`src/rtl/proc_io_pkg.sv`:
```
// Shared types and constants for the floating-point processor I/O blocks.
// Both the input-side request blocks and the output collector import this package.
package proc_io_pkg;

    localparam int NUIOOU_DEF = 4;
    localparam int DWID_DEF   = 21;

    // Width of a port index for n ports. It is never narrower than one bit.
    function automatic int port_idx_w(input int n);
        return (n > 1) ? $clog2(n) : 1;
    endfunction

    localparam int PORT_W_DEF = (NUIOOU_DEF > 1) ? $clog2(NUIOOU_DEF) : 1;

    typedef struct packed {
        logic [PORT_W_DEF-1:0]      port;
        logic signed [DWID_DEF-1:0] data;
    } out_entry_t;

endpackage

```
`src/rtl/proc_out_collector_if.sv`:
```
// Consumer-side stream of the output collector: the head entry, shown ahead.
// Handshake: an entry transfers on a rising clk edge where m_valid && m_ready. m_valid never
// depends on m_ready. m_data and m_port hold steady while m_valid is high until that transfer.
interface proc_out_collector_if
    import proc_io_pkg::*;
#(
    parameter int DWID = DWID_DEF,
    parameter int PW   = PORT_W_DEF
) ();

    logic                   m_valid;
    logic                   m_ready;
    logic signed [DWID-1:0] m_data;
    logic [PW-1:0]          m_port;

    modport master (output m_valid, output m_data, output m_port, input m_ready);
    modport slave  (input m_valid, input m_data, input m_port, output m_ready);

endinterface

```
`src/rtl/proc_sync_fifo.sv`:
```
// Generic show-ahead FIFO built on a register array. The head word is kept in its own register.
// A push while full is accepted only when a pop happens in the same cycle.
module proc_sync_fifo #(
    parameter int W     = 23,
    parameter int DEPTH = 8,
    localparam int AW   = (DEPTH > 1) ? $clog2(DEPTH) : 1,
    localparam int LW   = $clog2(DEPTH + 1)
) (
    input  logic          clk,
    input  logic          rst,
    input  logic          push_i,
    input  logic          pop_i,
    input  logic [W-1:0]  wdata_i,
    output logic [W-1:0]  rdata_o,
    output logic          full_o,
    output logic          empty_o,
    output logic [LW-1:0] level_o
);

    logic [W-1:0]  mem_q [DEPTH];
    logic [AW-1:0] rd_q, rd_d;
    logic [AW-1:0] wr_q, wr_d;
    logic [LW-1:0] level_q, level_d;
    logic [W-1:0]  head_q, head_d;
    logic          do_push;
    logic          do_pop;

    assign full_o  = (level_q == LW'(DEPTH));
    assign empty_o = (level_q == '0);
    assign level_o = level_q;
    assign rdata_o = head_q;

    always_comb begin
        do_pop  = pop_i && !empty_o;
        do_push = push_i && (!full_o || do_pop);
        rd_d    = rd_q + AW'(do_pop);
        wr_d    = wr_q + AW'(do_push);
        level_d = level_q + LW'(do_push) - LW'(do_pop);
        // The new head is the incoming word when it lands exactly where the read pointer points next.
        if (do_push && (wr_q == rd_d)) begin
            head_d = wdata_i;
        end else if (do_pop) begin
            head_d = mem_q[rd_d];
        end else begin
            head_d = head_q;
        end
    end

    always_ff @(posedge clk) begin
        if (do_push) begin
            mem_q[wr_q] <= wdata_i;
        end
    end

    always_ff @(posedge clk or negedge rst) begin
        if (!rst) begin
            rd_q    <= '0;
            wr_q    <= '0;
            level_q <= '0;
            head_q  <= '0;
        end else begin
            rd_q    <= rd_d;
            wr_q    <= wr_d;
            level_q <= level_d;
            head_q  <= head_d;
        end
    end

endmodule

```
`src/rtl/proc_out_collector.sv`:
```
// Collects the processor's one-hot output-port writes into a FIFO of {port, data} entries.
// Defining OUT_COLLECTOR_DROPCNT_EN adds a saturating 16-bit counter of dropped pushes (drop_cnt).
module proc_out_collector
    import proc_io_pkg::*;
#(
    parameter int NUIOOU = NUIOOU_DEF,
    parameter int DWID   = DWID_DEF,
    parameter int DEPTH  = 8,
    localparam int PW    = port_idx_w(NUIOOU),
    localparam int LW    = $clog2(DEPTH + 1)
) (
    input  logic                   clk,
    input  logic                   rst,
    input  logic signed [DWID-1:0] io_out,
    input  logic [NUIOOU-1:0]      out_en,
    proc_out_collector_if.master   m,
    output logic [LW-1:0]          level,
    output logic                   ovf,
    input  logic                   ovf_clr,
    output logic                   sel_err
`ifdef OUT_COLLECTOR_DROPCNT_EN
    ,
    output logic [15:0]            drop_cnt
`endif
);

    localparam int EW = PW + DWID;

    logic [PW-1:0] port_idx;
    logic          multi_sel;
    logic          push;
    logic          pop;
    logic          full;
    logic          empty;
    logic          drop;
    logic [EW-1:0] head;
    logic          ovf_q, ovf_d;
    logic          sel_err_q, sel_err_d;

    // The lowest set strobe bit names the port, even when the strobe is not one-hot.
    always_comb begin
        port_idx = '0;
        for (int i = NUIOOU - 1; i >= 0; i--) begin
            if (out_en[i]) begin
                port_idx = PW'(i);
            end
        end
        multi_sel = |(out_en & (out_en - NUIOOU'(1)));
        push      = |out_en;
        pop       = m.m_valid && m.m_ready;
        drop      = push && full && !pop;
        ovf_d     = drop ? 1'b1 : (ovf_clr ? 1'b0 : ovf_q);
        sel_err_d = sel_err_q || (push && multi_sel);
    end

    proc_sync_fifo #(
        .W     (EW),
        .DEPTH (DEPTH)
    ) u_fifo (
        .clk     (clk),
        .rst     (rst),
        .push_i  (push),
        .pop_i   (pop),
        .wdata_i ({port_idx, io_out}),
        .rdata_o (head),
        .full_o  (full),
        .empty_o (empty),
        .level_o (level)
    );

    assign m.m_valid = !empty;
    assign m.m_port  = head[EW-1 -: PW];
    assign m.m_data  = head[DWID-1:0];
    assign ovf       = ovf_q;
    assign sel_err   = sel_err_q;

    always_ff @(posedge clk or negedge rst) begin
        if (!rst) begin
            ovf_q     <= 1'b0;
            sel_err_q <= 1'b0;
        end else begin
            ovf_q     <= ovf_d;
            sel_err_q <= sel_err_d;
        end
    end

`ifdef OUT_COLLECTOR_DROPCNT_EN
    logic [15:0] drop_cnt_q, drop_cnt_d;

    // A clear that coincides with a drop still counts that drop.
    always_comb begin
        if (ovf_clr) begin
            drop_cnt_d = drop ? 16'd1 : 16'd0;
        end else if (drop && (drop_cnt_q != 16'hFFFF)) begin
            drop_cnt_d = drop_cnt_q + 16'd1;
        end else begin
            drop_cnt_d = drop_cnt_q;
        end
    end

    always_ff @(posedge clk or negedge rst) begin
        if (!rst) begin
            drop_cnt_q <= '0;
        end else begin
            drop_cnt_q <= drop_cnt_d;
        end
    end

    assign drop_cnt = drop_cnt_q;
`endif

endmodule

```
`src/flat_wrapper.sv`:
```
// flat-port wrapper written by rule: the top's interface ports become plain ports
module proc_out_collector_flat import proc_io_pkg::*;
#(
    parameter int NUIOOU = NUIOOU_DEF,
    parameter int DWID   = DWID_DEF,
    parameter int DEPTH  = 8,
    localparam int PW    = port_idx_w(NUIOOU),
    localparam int LW    = $clog2(DEPTH + 1)
)
  (clk, rst, io_out, out_en, level, ovf, ovf_clr, sel_err, m_m_valid, m_m_data, m_m_port, m_m_ready);
  proc_out_collector_if #(.DWID(DWID), .PW((2))) m_i ();
  input  logic clk;
  input  logic rst;
  input  logic signed [DWID-1:0] io_out;
  input  logic [NUIOOU-1:0] out_en;
  output logic [LW-1:0] level;
  output logic ovf;
  input  logic ovf_clr;
  output logic sel_err;
  output wire logic [$bits(m_i.m_valid)-1:0] m_m_valid;
  output wire logic [$bits(m_i.m_data)-1:0] m_m_data;
  output wire logic [$bits(m_i.m_port)-1:0] m_m_port;
  input wire logic [$bits(m_i.m_ready)-1:0] m_m_ready;
  assign m_m_valid = m_i.m_valid;
  assign m_m_data = m_i.m_data;
  assign m_m_port = m_i.m_port;
  assign m_i.m_ready = m_m_ready;
  proc_out_collector #(.NUIOOU(NUIOOU), .DWID(DWID), .DEPTH(DEPTH)) u_core (.clk(clk), .rst(rst), .io_out(io_out), .out_en(out_en), .m(m_i), .level(level), .ovf(ovf), .ovf_clr(ovf_clr), .sel_err(sel_err));
endmodule
```
`config.mk`:
```
export PLATFORM = sky130hd
export DESIGN_NAME = proc_out_collector_flat
export DESIGN_NICKNAME = d
export VERILOG_FILES = /design/src/rtl/proc_io_pkg.sv /design/src/rtl/proc_out_collector_if.sv /design/src/rtl/proc_sync_fifo.sv /design/src/rtl/proc_out_collector.sv /design/src/flat_wrapper.sv
export SDC_FILE = /design/constraint.sdc
export NUM_CORES = 1
export LEC_CHECK = 0
export CORE_MARGIN = 5
export CORE_UTILIZATION = 41
export DETAILED_ROUTE_END_ITERATION = 8
export PLACE_DENSITY = 0.69
export RECOVER_POWER = 25
export SETUP_SLACK_MARGIN = 0.1
export SYNTH_ARGS = -nofsm -noshare
export SYNTH_HDL_FRONTEND = slang
export SYNTH_SLANG_ARGS = --single-unit
```
`constraint.sdc`:
```
create_clock -name clk -period 5.3 [get_ports clk]
set_clock_uncertainty 0.2 [all_clocks]
set_input_delay 0.795 -clock clk [delete_from_list [all_inputs] [get_ports clk]]
set_output_delay 0.795 -clock clk [all_outputs]
set_load 0.02 [all_outputs]
```
== Word level (Yosys, flattened, before mapping) ==
Memory sizes are Yosys's and may differ from the RTL's. A register that Yosys moved wholly into a read port is not among the register bits.
Cells that the tools add are included.

* Add/subtract/negate cells: 5
* Equal/unequal tests: 2
* Multiplexer cells: 8
* Bitwise gates (word level): 1
* Reduce and logical (&&, ||, !) cells: 18

{| class="wikitable"
|+ Operators by type and width
! cell !! number
|-
| 2-bit 2-to-1 mux || 4
|-
| 4-bit OR reduction || 2
|-
| 1-bit logical AND || 7
|-
| 3-bit by 1-bit adder with 3-bit output || 2
|-
| 4-bit by 1-bit adder with 4-bit output || 1
|-
| 4-bit AND || 1
|-
| 4-bit equality test (second input constant) || 1
|-
| 1-bit logical NOT || 4
|-
| 4-bit logical NOT || 1
|-
| 1-bit 2-to-1 mux || 4
|-
| 2-bit nonzero test || 2
|-
| 4-bit by 1-bit subtractor with 4-bit output || 1
|-
| 4-bit by 1-bit subtractor with 4-bit output (second input constant) || 1
|-
| 3-bit equality test || 1
|-
| 1-bit logical OR || 2
|}

* Register bits: 12
* RAM bits: 184
* Output and inout port bits: 30
* Logic and storage cells: 40
* Memories: 1

{| class="wikitable"
|+ Memory list
! name !! words !! width !! rd ports !! clocked after Yosys merged registers in !! write ports !! RTL line !! text
|-
| u_core.u_fifo.mem_q || 8 || 23 || 1 || 1 || 1 || proc_sync_fifo.sv:20 || <nowiki>logic [W-1:0] mem_q [DEPTH];</nowiki>
|}

== Logic depth before layout (Yosys ltp) ==
Gate-level depths: netlist of the first run.

* Word-level depth: 8
* Gate-level depth with buffers: 16
* Depth with buffers taken out: 13

== Modules after synthesis ==
A second synthesis of the first run with hierarchy kept.

* Cell total of the unflattened synthesis: 532
* Area, all modules: 8976.1 µm²

{| class="wikitable"
|+ Modules (own cells, without submodules)
! module !! times used !! cells an instance !! area an instance (µm²) !! sequential area each (µm²)
|-
| proc_sync_fifo || 1 || 516 || 8842.2 || 6351.1
|-
| proc_out_collector || 1 || 16 || 133.9 || 50.0
|}

== Worst setup path after synthesis of the first run ==
OpenSTA, ideal clock, no wires.

* Path type: reg-to-reg
* Start: register u_core.u_fifo.level_q[2] (netlist: u_core.u_fifo.level_o[2])
* End: memory u_core.u_fifo.mem_q[4][0] (enable)
* Library setup time: 0.470 ns
* Arrival: 3.587 ns
* Required time: 4.630 ns
* Setup slack: 1.043 ns
* Cell stages (with the launch flop): 7
* Path buffers: 0
* Period minus slack after synthesis: 4.257 ns
* Path through: dfrtp_1 -> inv_1 -> ha_1 -> nand2b_1 -> nand3_1 -> nand2b_2 -> nor4b_1

* Longest elaborated chain between the ends: 8
* Elaborated cells on any way between the ends: 10
* Those cells by class: 1 x eq/ne; 2 x mux; 7 x reduce/logical

{| class="wikitable"
|+ RTL lines
! item !! RTL line !! text
|-
| start: declaration || proc_sync_fifo.sv:23 || <nowiki>logic [LW-1:0] level_q, level_d;</nowiki>
|-
| start signal: assignment || proc_sync_fifo.sv:64 || <nowiki>level_q <= level_d;</nowiki>
|-
| 4-bit logical NOT || proc_sync_fifo.sv:29 || <nowiki>assign empty_o = (level_q == '0);</nowiki>
|-
| 1-bit logical NOT || proc_sync_fifo.sv:34, proc_out_collector.sv:71 ||
|-
| 1-bit logical AND || proc_out_collector.sv:50 || <nowiki>pop = m.m_valid && m.m_ready;</nowiki>
|-
| 1-bit logical AND || proc_sync_fifo.sv:34 || <nowiki>do_pop = pop_i && !empty_o;</nowiki>
|-
| 1-bit logical OR (*) || proc_sync_fifo.sv:35 || <nowiki>do_push = push_i && (!full_o || do_pop);</nowiki>
|-
| 1-bit logical AND (*) || proc_sync_fifo.sv:35 ||
|-
| 1-bit 2-to-1 mux (*) || proc_sync_fifo.sv:50 || <nowiki>if (do_push) begin</nowiki>
|-
| 1-bit 2-to-1 mux (not written as such) (*) || proc_sync_fifo.sv:51 || <nowiki>mem_q[wr_q] <= wdata_i;</nowiki>
|-
| end: declaration || proc_sync_fifo.sv:20 ||
|}

Mark *: on every way between the ends. The rest lies on a longest branch, timed or not.

== Worst setup path in the final report of the first run ==
* Start: register u_core.u_fifo.level_q[2] (netlist: u_core.u_fifo.level_o[2])
* End: register u_core.u_fifo.head_q[9] (netlist: u_core.u_fifo.rdata_o[9]) (read register of u_core.u_fifo.mem_q)

* Longest elaborated chain between the ends: 8
* Elaborated cells on any way between the ends: 12
* Those cells by class: 1 x add/sub; 2 x eq/ne; 9 x reduce/logical

{| class="wikitable"
|+ RTL lines
! item !! RTL line !! text
|-
| 4-bit logical NOT (*) || proc_sync_fifo.sv:29 ||
|-
| 1-bit logical NOT (*) || proc_sync_fifo.sv:34, proc_out_collector.sv:71 ||
|-
| 1-bit logical AND || proc_out_collector.sv:50 ||
|-
| 1-bit logical AND (*) || proc_sync_fifo.sv:34 ||
|-
| 3-bit by 1-bit adder with 3-bit output (*) || proc_sync_fifo.sv:36 || <nowiki>rd_d = rd_q + AW'(do_pop);</nowiki>
|-
| via u_core.u_fifo.rd_d[0] || proc_sync_fifo.sv:21 || <nowiki>logic [AW-1:0] rd_q, rd_d;</nowiki>
|-
| 3-bit equality test || proc_sync_fifo.sv:40 || <nowiki>if (do_push && (wr_q == rd_d)) begin</nowiki>
|-
| 1-bit logical AND || proc_sync_fifo.sv:40 ||
|-
| 2-bit nonzero test (no source line) || - ||
|-
| end: declaration || proc_sync_fifo.sv:24 || <nowiki>logic [W-1:0] head_q, head_d;</nowiki>
|}

The timed path passes the listed nets; every way through them passes the cells marked *.
A chain may end at the register's enable or synchronous reset.

==> results.yml, run 1 <==
timing:
  setup_viol: 0
  max_freq_ghz: 0.283
  slew_headroom_pct: -45.9
  period_share_pct: 66.6
  worst_slack_ns: 1.77
  setup_tns_ns: 0
  drv_slew: 36
  rsz0062_at_grt: "false"
  fin_crit_ns: 3.53
  worst_slew_pin_slew_ns: 2.19
  hold_violations: 0
yosys:
  yosys_warnings: 0
  seq_area_frac_synth_pct: 72.5
  synth.avg_cell_area_um2: 15.1
  synth_top_area_share_pct: 62.6
  synth_cells: 585
  syn_nets: 624
  ys_types: 43
  yosysTopAreaCell: "edfxtp_1"
  synthArstFlopShare_pct: 16.0
  synth_area_um2: 8820
  ys_seq_elements: 219
  ys_top_cells_by_area: "edfxtp_1 (63%), dfrtp_1 (9.9%), mux2i_1 (4.1%), nand2_1 (4.0%), mux4_2 (2.6%)"
  ys.flop_type: "edfxtp_1"
  synth-edff-count: 184
floorplanning:
  die-width_um: 157
  rows: 53
  die-area_um2: 24600
  start_util_pct: 41.8
  core_area_um2: 21100
  die_h_um: 157
  num_io_pins: 59
grt:
  grt_max_degree: 38
  grt.overflow.total: 0
  grt_pass1_wl_um: 29500
  grt.total_usage_pct: 15.5
  antenna_found_initial: 0
  grt_pass1_vias: 5337
clock_tree:
  clock_sinks: 219
  clock_path_buffers: 3
  clkTransAtPathRegs_ns: 0.06
  htreeDepth: 1
  cts_tree: "done"
  worstSkewPairLatency_ns: 0.50
  root_buffer: "clkbuf_16"
  post_cts_buffers: 0
  holdBufCountCts: 0
  cts_buffers: 23
  cts_resized: 0
routing:
  drc_errors: 0
  vias: 5085
  antenna_left: 0
  firstDrtPassIters: 7
  wl_per_cell_um: 19.9
  drt_iter0_markers: 446
  totalWireLength_um: 18800
  detail_route.vias_per_cell: 5.39
pwr:
  irDropWorstVdd_mv: 0.301
  leakage_nw: 3.73
  powerDensity_nw_per_um2: 661
outcome:
  status: "complete, but fails checks"
  violations: "capacitance limit, slew limit"
final_layout:
  antenna_cells: 0
  final_core_utilization_pct: 49.5
  final_cell_area_um2: 10400
  fin_cells: 944
  nets: 691
  drive_gt1_share_pct: 13.0
  fillers: 1751
  areaGrowthSynthToFinish_pct: 18.3
worst_hold_path:
  hp-class: "reg -> reg"
  min_from: "u_core.sel_err"
worst_setup_path:
  r2r_slack_ns: 1.77
  start_kind: "flop"
  cp-end-kind: "flop"
  cp_data_required_time_ns: 5.47
  crit_fanout: 31
  reg2reg_depth: 11
  criticalPathCategory: "reg -> reg"
  r2r-end: "u_core.u_fifo.rdata_o[9]"
  cp.arrival_ns: 3.70
  worstSetupStartpoint: "u_core.u_fifo.level_o[2]"
  r2r_start: "u_core.u_fifo.level_o[2]"
  crit_end: "u_core.u_fifo.rdata_o[9]"
job:
  max-cap-violations: 1
placement:
  gp_congestion: 0.763
  pre_cts_ws_ns: 1.27
  io_buffer_count: 58
  hpwl_um: 11300
  placed_area_um2: 9670
  dp.cells: 902
report_power, final:
part | internal [W] | total (W) | switching (W)
clock network | 0.000986 | 0.00161 | 0.000622
logic | 0.00102 | 0.00266 | 0.00164
registers | 0.00243 | 0.00264 | 0.000207
layout by cell type, fill, tap and decap left out, types with 6 or more instances in the layout:
master,instances
nand2_1,95
clkbuf_1,6
nor2_1,23
nor2b_1,6
mux4_2,10
a31oi_1,18
nand4_1,18
nand3_1,37
a22oi_2,10
a22oi_1,8
clkdlybuf4s50_1,42
dfrtp_1,35
mux2i_1,36
dlygate4sd3_1,15
ha_1,8
o22ai_1,6
buf_4,17
o21ai_0,6
edfxtp_1,184
inv_1,13
clkbuf_16,23
synthesized netlist by cell type (3+ instances only):
cell type and number:
edfxtp_1 184, nand2_1 95, nand3_1 37, mux2i_1 36, dfrtp_1 35, nor2_1 24
a31oi_1 18, nand4_1 18, inv_1 13, a22oi_2 10, buf_2 10, mux4_2 10
ha_1 9, a22oi_1 8, clkbuf_1 8, buf_4 6, nor2b_1 6, o21ai_0 6
o22ai_1 6, a211oi_1 5, buf_6 5, nor3_1 4, xnor2_1 4, a21oi_1 3
inv_2 3
metrics by stage:
stage               hold slack [ns]  total power, W
floorplan                     0.277         0.00458
global route                  0.312         0.00734
finish                        0.277         0.00690
detailed placement            0.268         0.00537
global placement              0.263         0.00526
CTS                           0.248         0.00700
final cells by class:
type / instances / area, um^2 / area share (%)
clock buffer: 31 / 636 / 6.09
clock inverter: 11 / 131 / 1.26
inverter: 16 / 60.1 / 0.575
multi-input combinational: 317 / 2170 / 20.7
sequential: 219 / 6400 / 61.3
tap: 275 / 344 / 3.30
timing repair buffer: 75 / 702 / 6.72
metal layers:
metal  routed length (um)  global-route usage (%)  vias up
met5                    0                       0        -
met2                 9840                    27.8      167
met4                  397                    3.76        0
li1                     -                       -     2328
met3                 1080                    2.63       36
met1                 7460                    19.8     2554
worst min-delay path by stage:
stage                                  endpoint  slack [ns]  cells after the start
after CTS                 u_core.u_fifo.wr_q[2]        0.25                      1
after global placement           u_core.sel_err        0.26                      1
after detailed placement         u_core.sel_err        0.27                      1
final                            u_core.sel_err        0.28                      1
after floorplan           u_core.u_fifo.wr_q[1]        0.28                      1
after global routing             u_core.sel_err        0.31                      1
state kept, by name, indices dropped and copies added (netlist names):
register,flops
u_core.u_fifo.wr_q,3
u_core.u_fifo.rdata_o,23
u_core.u_fifo.rd_q,3
u_core.u_fifo.mem_q,184
u_core.sel_err,1
u_core.u_fifo.level_o,4
u_core.ovf,1
logic make-up after synthesis:
group / synth area share [%]
flops: 72.5
compound gates: 4.91
buf+inv: 3.40
xor+xnor: 0.780
fa+ha+maj: 1.50
mux: 6.64
simple gates: 10.2
critical path: stages (launching register included):
cell and delay [ns]:
dfrtp_1 0.39, inv_1 0.10, ha_1 0.17, nand2_1 0.07
nand2_1 0.12, inv_2 0.05, ha_2 0.98, xnor2_1 0.21
nand4_2 0.45, buf_4 0.41, o21ai_0 0.11, o22ai_1 0.09
No activity file was read; power rests on OpenSTA's default activity.
==> inputs of run 2 (changes only) <==
==> constraint.sdc (replaced) <==
create_clock -name clk -period 3.5 [get_ports clk]
set_clock_uncertainty 0.2 [all_clocks]
set_input_delay 0.525 -clock clk [delete_from_list [all_inputs] [get_ports clk]]
set_output_delay 0.525 -clock clk [all_outputs]
set_load 0.02 [all_outputs]
==> run 2 against run 1 <==
The run now ends clean. Flip-flop and latch count is the same. Critical path depth grew 2. Sequential power grew 52%. Clock power grew 43%.
==> results.yml, run 2 (synthesized netlist as in run 1, its figures left out) <==
final_layout:
  areaGrowthSynthToFinish_pct: 19.7
  layout_common_cells: "edfxtp_1 (184), nand2_1 (95), clkdlybuf4s50_1 (41), nand3_1 (37), mux2i_1 (36)"
  nets: 707
  regMostFlops: "u_core.u_fifo.mem_q"
  largest_reg_flops: 184
  final_common_cell: "edfxtp_1"
  drive_gt1_share_pct: 14.9
  fin_cells: 959
  antenna_cells: 0
placement:
  io_buffer_count: 58
  pre_cts_ws_ns: 0.230
  hpwl_um: 11800
  dp.cells: 918
  gp_congestion: 0.764
clock_tree:
  clock_path_buffers: 3
  worstSkewPairLatency_ns: 0.50
  post_cts_buffers: 0
  htreeDepth: 1
  cts_buffers: 23
  cts_resized: 0
  clkTransAtPathRegs_ns: 0.06
  clock_sinks: 219
  cts_tree: "done"
  root_buffer: "clkbuf_16"
  holdBufCountCts: 0
grt:
  grt_use_met1_pct: 21.1
  gr-usage-met2_pct: 27.2
  grt_max_degree: 36
  antenna_found_initial: 0
  grt_pass1_wl_um: 29900
  grt.total_usage_pct: 15.8
  met3_usage_pct: 2.68
  grt.overflow.total: 0
  top_usage_layer: "met2"
  grt_pass1_vias: 5270
floorplanning:
  start_util_pct: 41.8
  num_io_pins: 59
  core_area_um2: 21100
  die_h_um: 157
  die-area_um2: 24600
  die-width_um: 157
  rows: 53
pwr:
  powerDensity_nw_per_um2: 1000
  irDropWorstVdd_mv: 0.419
  leakage_nw: 3.82
routing:
  drc_errors: 0
  drt_iter0_markers: 419
  wl_per_cell_um: 20.2
  detail_route.vias_per_cell: 5.36
  vias: 5138
  firstDrtPassIters: 7
  totalWireLength_um: 19400
  antenna_left: 0
timing:
  worst_slack_ns: 0.484
  setup_viol: 0
  hold_violations: 0
  max_freq_ghz: 0.332
  hold_slack_ns: 0.000121
  slew_headroom_pct: 33.9
  period_share_pct: 86.2
  fin_crit_ns: 3.02
  worst_slew_pin_slew_ns: 0.992
  rsz0062_at_grt: "false"
  drv_slew: 0
  setup_tns_ns: 0
worst_setup_path:
  cp-end-kind: "flop"
  worstSetupStartpoint: "u_core.u_fifo.level_o[1]"
  r2r_start: "u_core.u_fifo.level_o[1]"
  crit_end: "u_core.u_fifo.rdata_o[5]"
  criticalPathCategory: "reg -> reg"
  worstPathCellList: "nor2_1 > nand2_1 > nand2_1 > inv_2 > ha_2 > ha_1 > xnor2_2 > inv_2 > and2_1 > buf_4 > a22oi_1 > nand4_1 > a31oi_1"
  reg2reg_depth: 13
  cp_data_required_time_ns: 3.70
  critPathSlowestCell: "dfrtp_1"
  cpPeakStageDelay_ns: 0.45
  crit_fanout: 18
  cp.arrival_ns: 3.22
  r2r-end: "u_core.u_fifo.rdata_o[5]"
  start_kind: "flop"
  r2r_slack_ns: 0.48
worst_hold_path:
  hp-class: "in -> async"
outcome:
  status: "complete, no violations"
job:
  max-cap-violations: 0
==> run 2: cell count changes in the layout (fill, tap and decap cells not counted), sizes merged <==
cell	delta
clkbuf	+3
bufinv	-2
dlygate4sd3	+1
clkinv	-2
clkdlybuf4s50	-1
inv	-1
buf	+17
==> run 2: final cells by class <==
type / count / area (um^2)
fill: 1746 / 10500
sequential: 219 / 6400
multi-input combinational: 317 / 2210
timing repair buffer: 91 / 836
clock buffer: 35 / 661
tap: 275 / 344
inverter: 16 / 60.1
clock inverter: 6 / 51.3
==> run 2: power by group <==
group          internal [W]  switching [W]  leakage [nW]
Sequential          0.00368       0.000337          2.10
Combinational       0.00171        0.00256          1.37
Clock               0.00137       0.000932         0.348
==> run 2: metal layers <==
metal / vias up / wire [um]
li1: 2353 / -
met1: 2594 / 8000
met2: 159 / 9850
met3: 32 / 1180
met4: 0 / 383
met5: - / 0
==> run 2: how the worst min path moves through the flow <==
stage                                endpoint  slack (ns)  cells past startpoint      startpoint
global route        u_core.u_fifo.rdata_o[18]        0.05                      1             rst
finish              u_core.u_fifo.rdata_o[18]      0.0001                      1             rst
floorplan                          u_core.ovf        0.03                      0             rst
global placement               u_core.sel_err        0.26                      1  u_core.sel_err
CTS                  u_core.u_fifo.rdata_o[0]        0.02                      1             rst
detailed placement             u_core.sel_err        0.26                      1  u_core.sel_err
==> run 2: critical path: cells and delay by family (launching register included) <==
kind / cells / cell delay (ns)
xor gates and xnor gates: 1 / 0.25
AOI/OAI and AO/OA: 2 / 0.44
DFF: 1 / 0.45
and+or+nand+nor: 5 / 0.71
adders and majority gates: 2 / 0.36
buffers and inverters: 3 / 0.50
==> run 2: through the flow <==
stage | instance area [um^2] | util, % | power, W
2_1_floorplan | 8860 | - | 0.00695
3_3_place_gp | 9850 | 46.7 | 0.00820
3_5_place_dp | 9850 | 46.7 | 0.00840
4_1_cts | 10600 | 50.1 | 0.0107
5_1_grt | 10600 | 50.1 | 0.0112
6_report | 10600 | 50.1 | 0.0106
==> RTL edit (config.mk and constraints of run 2) <==
Register the output `level`, with the module's reset; this adds one clock of latency there. The other outputs are not delayed to match.
--- a/src/rtl/proc_out_collector.sv
+++ b/src/rtl/proc_out_collector.sv
@@ -25,6 +25,8 @@
 );
 
     localparam int EW = PW + DWID;
+
+    logic [LW-1:0] level_c;
 
     logic [PW-1:0] port_idx;
     logic          multi_sel;
@@ -65,7 +67,7 @@
         .rdata_o (head),
         .full_o  (full),
         .empty_o (empty),
-        .level_o (level)
+        .level_o (level_c)
     );
 
     assign m.m_valid = !empty;
@@ -109,5 +111,13 @@
     assign drop_cnt = drop_cnt_q;
 `endif
 
+    always_ff @(posedge clk or negedge rst) begin
+        if (!rst) begin
+            level <= '0;
+        end else begin
+            level <= level_c;
+        end
+    end
+
 endmodule
 
Formal check against the unedited RTL: not equivalent (Yosys sat finds a counterexample within 4 cycles, from zero or initial values and one cycle with rst low).
==> RTL edit against run 2 <==
The flow now finishes with violations (negative hold slack). Routed wire length decreased by 0.94%. Worst setup slack improved by 57 ps. Total power increased by 3.8%. Global-route usage decreased by 0.13 points. Critical path type unchanged. Sequential cell count increased by 4. Critical path depth decreased by 3. Sequential share of layout area decreased by 0.47 points. Synthesized area increased by 0.99%. Hold slack got worse by 4.7 ps. Highest routed layer unchanged. Cell area increased by 2.4%.
==> RTL edit: results (changes against run 2) <==
Parameter                              Value

Timing
  Hold Slack ... -4.61 ps (was 0.121 ps)
  Final Hold Vio Count ... 3 (was 0)

Place
  Routability congestion estimate from global placement ... 0.761 (was 0.764)
  Setup slack at placement ... 69.5 ps (was 230 ps)

Global route
  Via count of the first global-routing pass ... 5415 (was 5270)
  Maximum number of pins on one net before global-route repair ... 41 (was 36)
  First-pass GRT wire length ... 30.1 mm (was 29.9 mm)
  Overall global routing resource usage ... 15.7% (was 15.8%)

Detailed routing
  Via count ... 5155 (was 5138)
  Starting DRC count in detailed routing ... 365 (was 419)
  Routed wirelength normalized by instance count ... 19.9 um (was 20.2 um)
  First drt pass iteration count ... 4 (was 7)

Synthesis
  Synth top area cells ... sky130_fd_sc_hd__edfxtp_1 62%, sky130_fd_sc_hd__dfrtp_1 11%, sky130_fd_sc_hd__mux2i_1 4.0%, sky130_fd_sc_hd__nand2_1 4.0%, sky130_fd_sc_hd__mux4_2 2.5% (was sky130_fd_sc_hd__edfxtp_1 63%, sky130_fd_sc_hd__dfrtp_1 9.9%, sky130_fd_sc_hd__mux2i_1 4.1%, sky130_fd_sc_hd__nand2_1 4.0%, sky130_fd_sc_hd__mux4_2 2.6%)
  Total nets after synthesis ... 628 (was 624)
  Sequential share of the synthesized area ... 73.0% (was 72.5%)
  Top cells by count, synth ... 184 x sky130_fd_sc_hd__edfxtp_1, 95 x sky130_fd_sc_hd__nand2_1, 39 x sky130_fd_sc_hd__dfrtp_1 (was 184 x sky130_fd_sc_hd__edfxtp_1, 95 x sky130_fd_sc_hd__nand2_1, 37 x sky130_fd_sc_hd__nand3_1)
  Synth Area in XOR/XNOR ... 0.772% (was 0.780%)

Setup path
  Largest stage delay, worst path ... 660 ps (was 450 ps)
  Start point of the critical path ... u_core.u_fifo.level_o[2]$_DFF_PN0_ (was u_core.u_fifo.level_o[1]$_DFF_PN0_)
  Slowest library cell on the worst path ... sky130_fd_sc_hd__ha_2 (was sky130_fd_sc_hd__dfrtp_1)
  Maximum fanout along the worst path ... 16 (was 18)

Power
  Leak Pwr ... 3.92 nW (was 3.82 nW)
  Peak VDD IR ... 444 uV (was 419 uV)

Outcome
  Violated checks ... negative hold slack
  Status ... finished, violations left (was complete, no violations)

Final layout
  Number of nets in the layout ... 709 (was 707)
  Proportion of layout cells with a drive suffix above 1 ... 15.4% (was 14.9%)
## RTL edit: cells by family after synthesis
group / Yosys count
fa+ha+maj: 10
flops: 223
buf+inv: 49
compound gates: 58
simple gates: 196
xor+xnor: 7
mux: 46
## RTL edit: power groups by stage
stage	Sequential, mW	Combinational, mW	Clock (mW)
2_1_floorplan	4.22	2.78	0
3_3_place_gp	4.09	4.15	0
3_5_place_dp	4.12	4.26	0
4_1_cts	4.08	4.28	2.74
5_1_grt	4.14	4.64	2.84
6_report	4.08	4.22	2.69
## RTL edit: final timing paths
check                           depth (start not counted)                              endpoint  slack [ps]
max in group asynchronous                               1  u_core.u_fifo.rdata_o[4]$_DFFE_PN0P_        2470
worst min register to register                          0             u_core.level[2]$_DFF_PN0_         190
worst max-delay path                                   10  u_core.u_fifo.rdata_o[2]$_DFFE_PN0P_         540
worst max register to register                         10  u_core.u_fifo.rdata_o[2]$_DFFE_PN0P_         540
worst min-delay path                                    1  u_core.u_fifo.rdata_o[5]$_DFFE_PN0P_          -5
min in group clk                                        0             u_core.level[2]$_DFF_PN0_         190
## RTL edit: layout make-up
type	count	area, um2
well taps	280	350
inverters	16	60.1
multi-input cells	317	2200
flip-flops and latches	223	6500
clock inverters	14	220
fillers	1779	10800
clock buffers	30	643
repair buffers	88	838
## RTL edit: through the flow
step | cell area [um2] | hold WS [ps] | std cells
6_report | 10800 | -4.61 | 968
5_1_grt | 10800 | 79.6 | 968
4_1_cts | 10800 | 22.4 | 968
3_5_place_dp | 9950 | 185 | 924
3_3_place_gp | 9950 | 197 | 924
2_1_floorplan | 8940 | 29.4 | 589
## RTL edit: per-layer routing
metal  track usage, %  vias up  share of wire [%]
met5                0        -                  0
met1             21.2     2589                 43
li1                 -     2365                  -
met2             26.4      165                 49
met3             2.86       36                5.6
met4             4.18        0                2.1
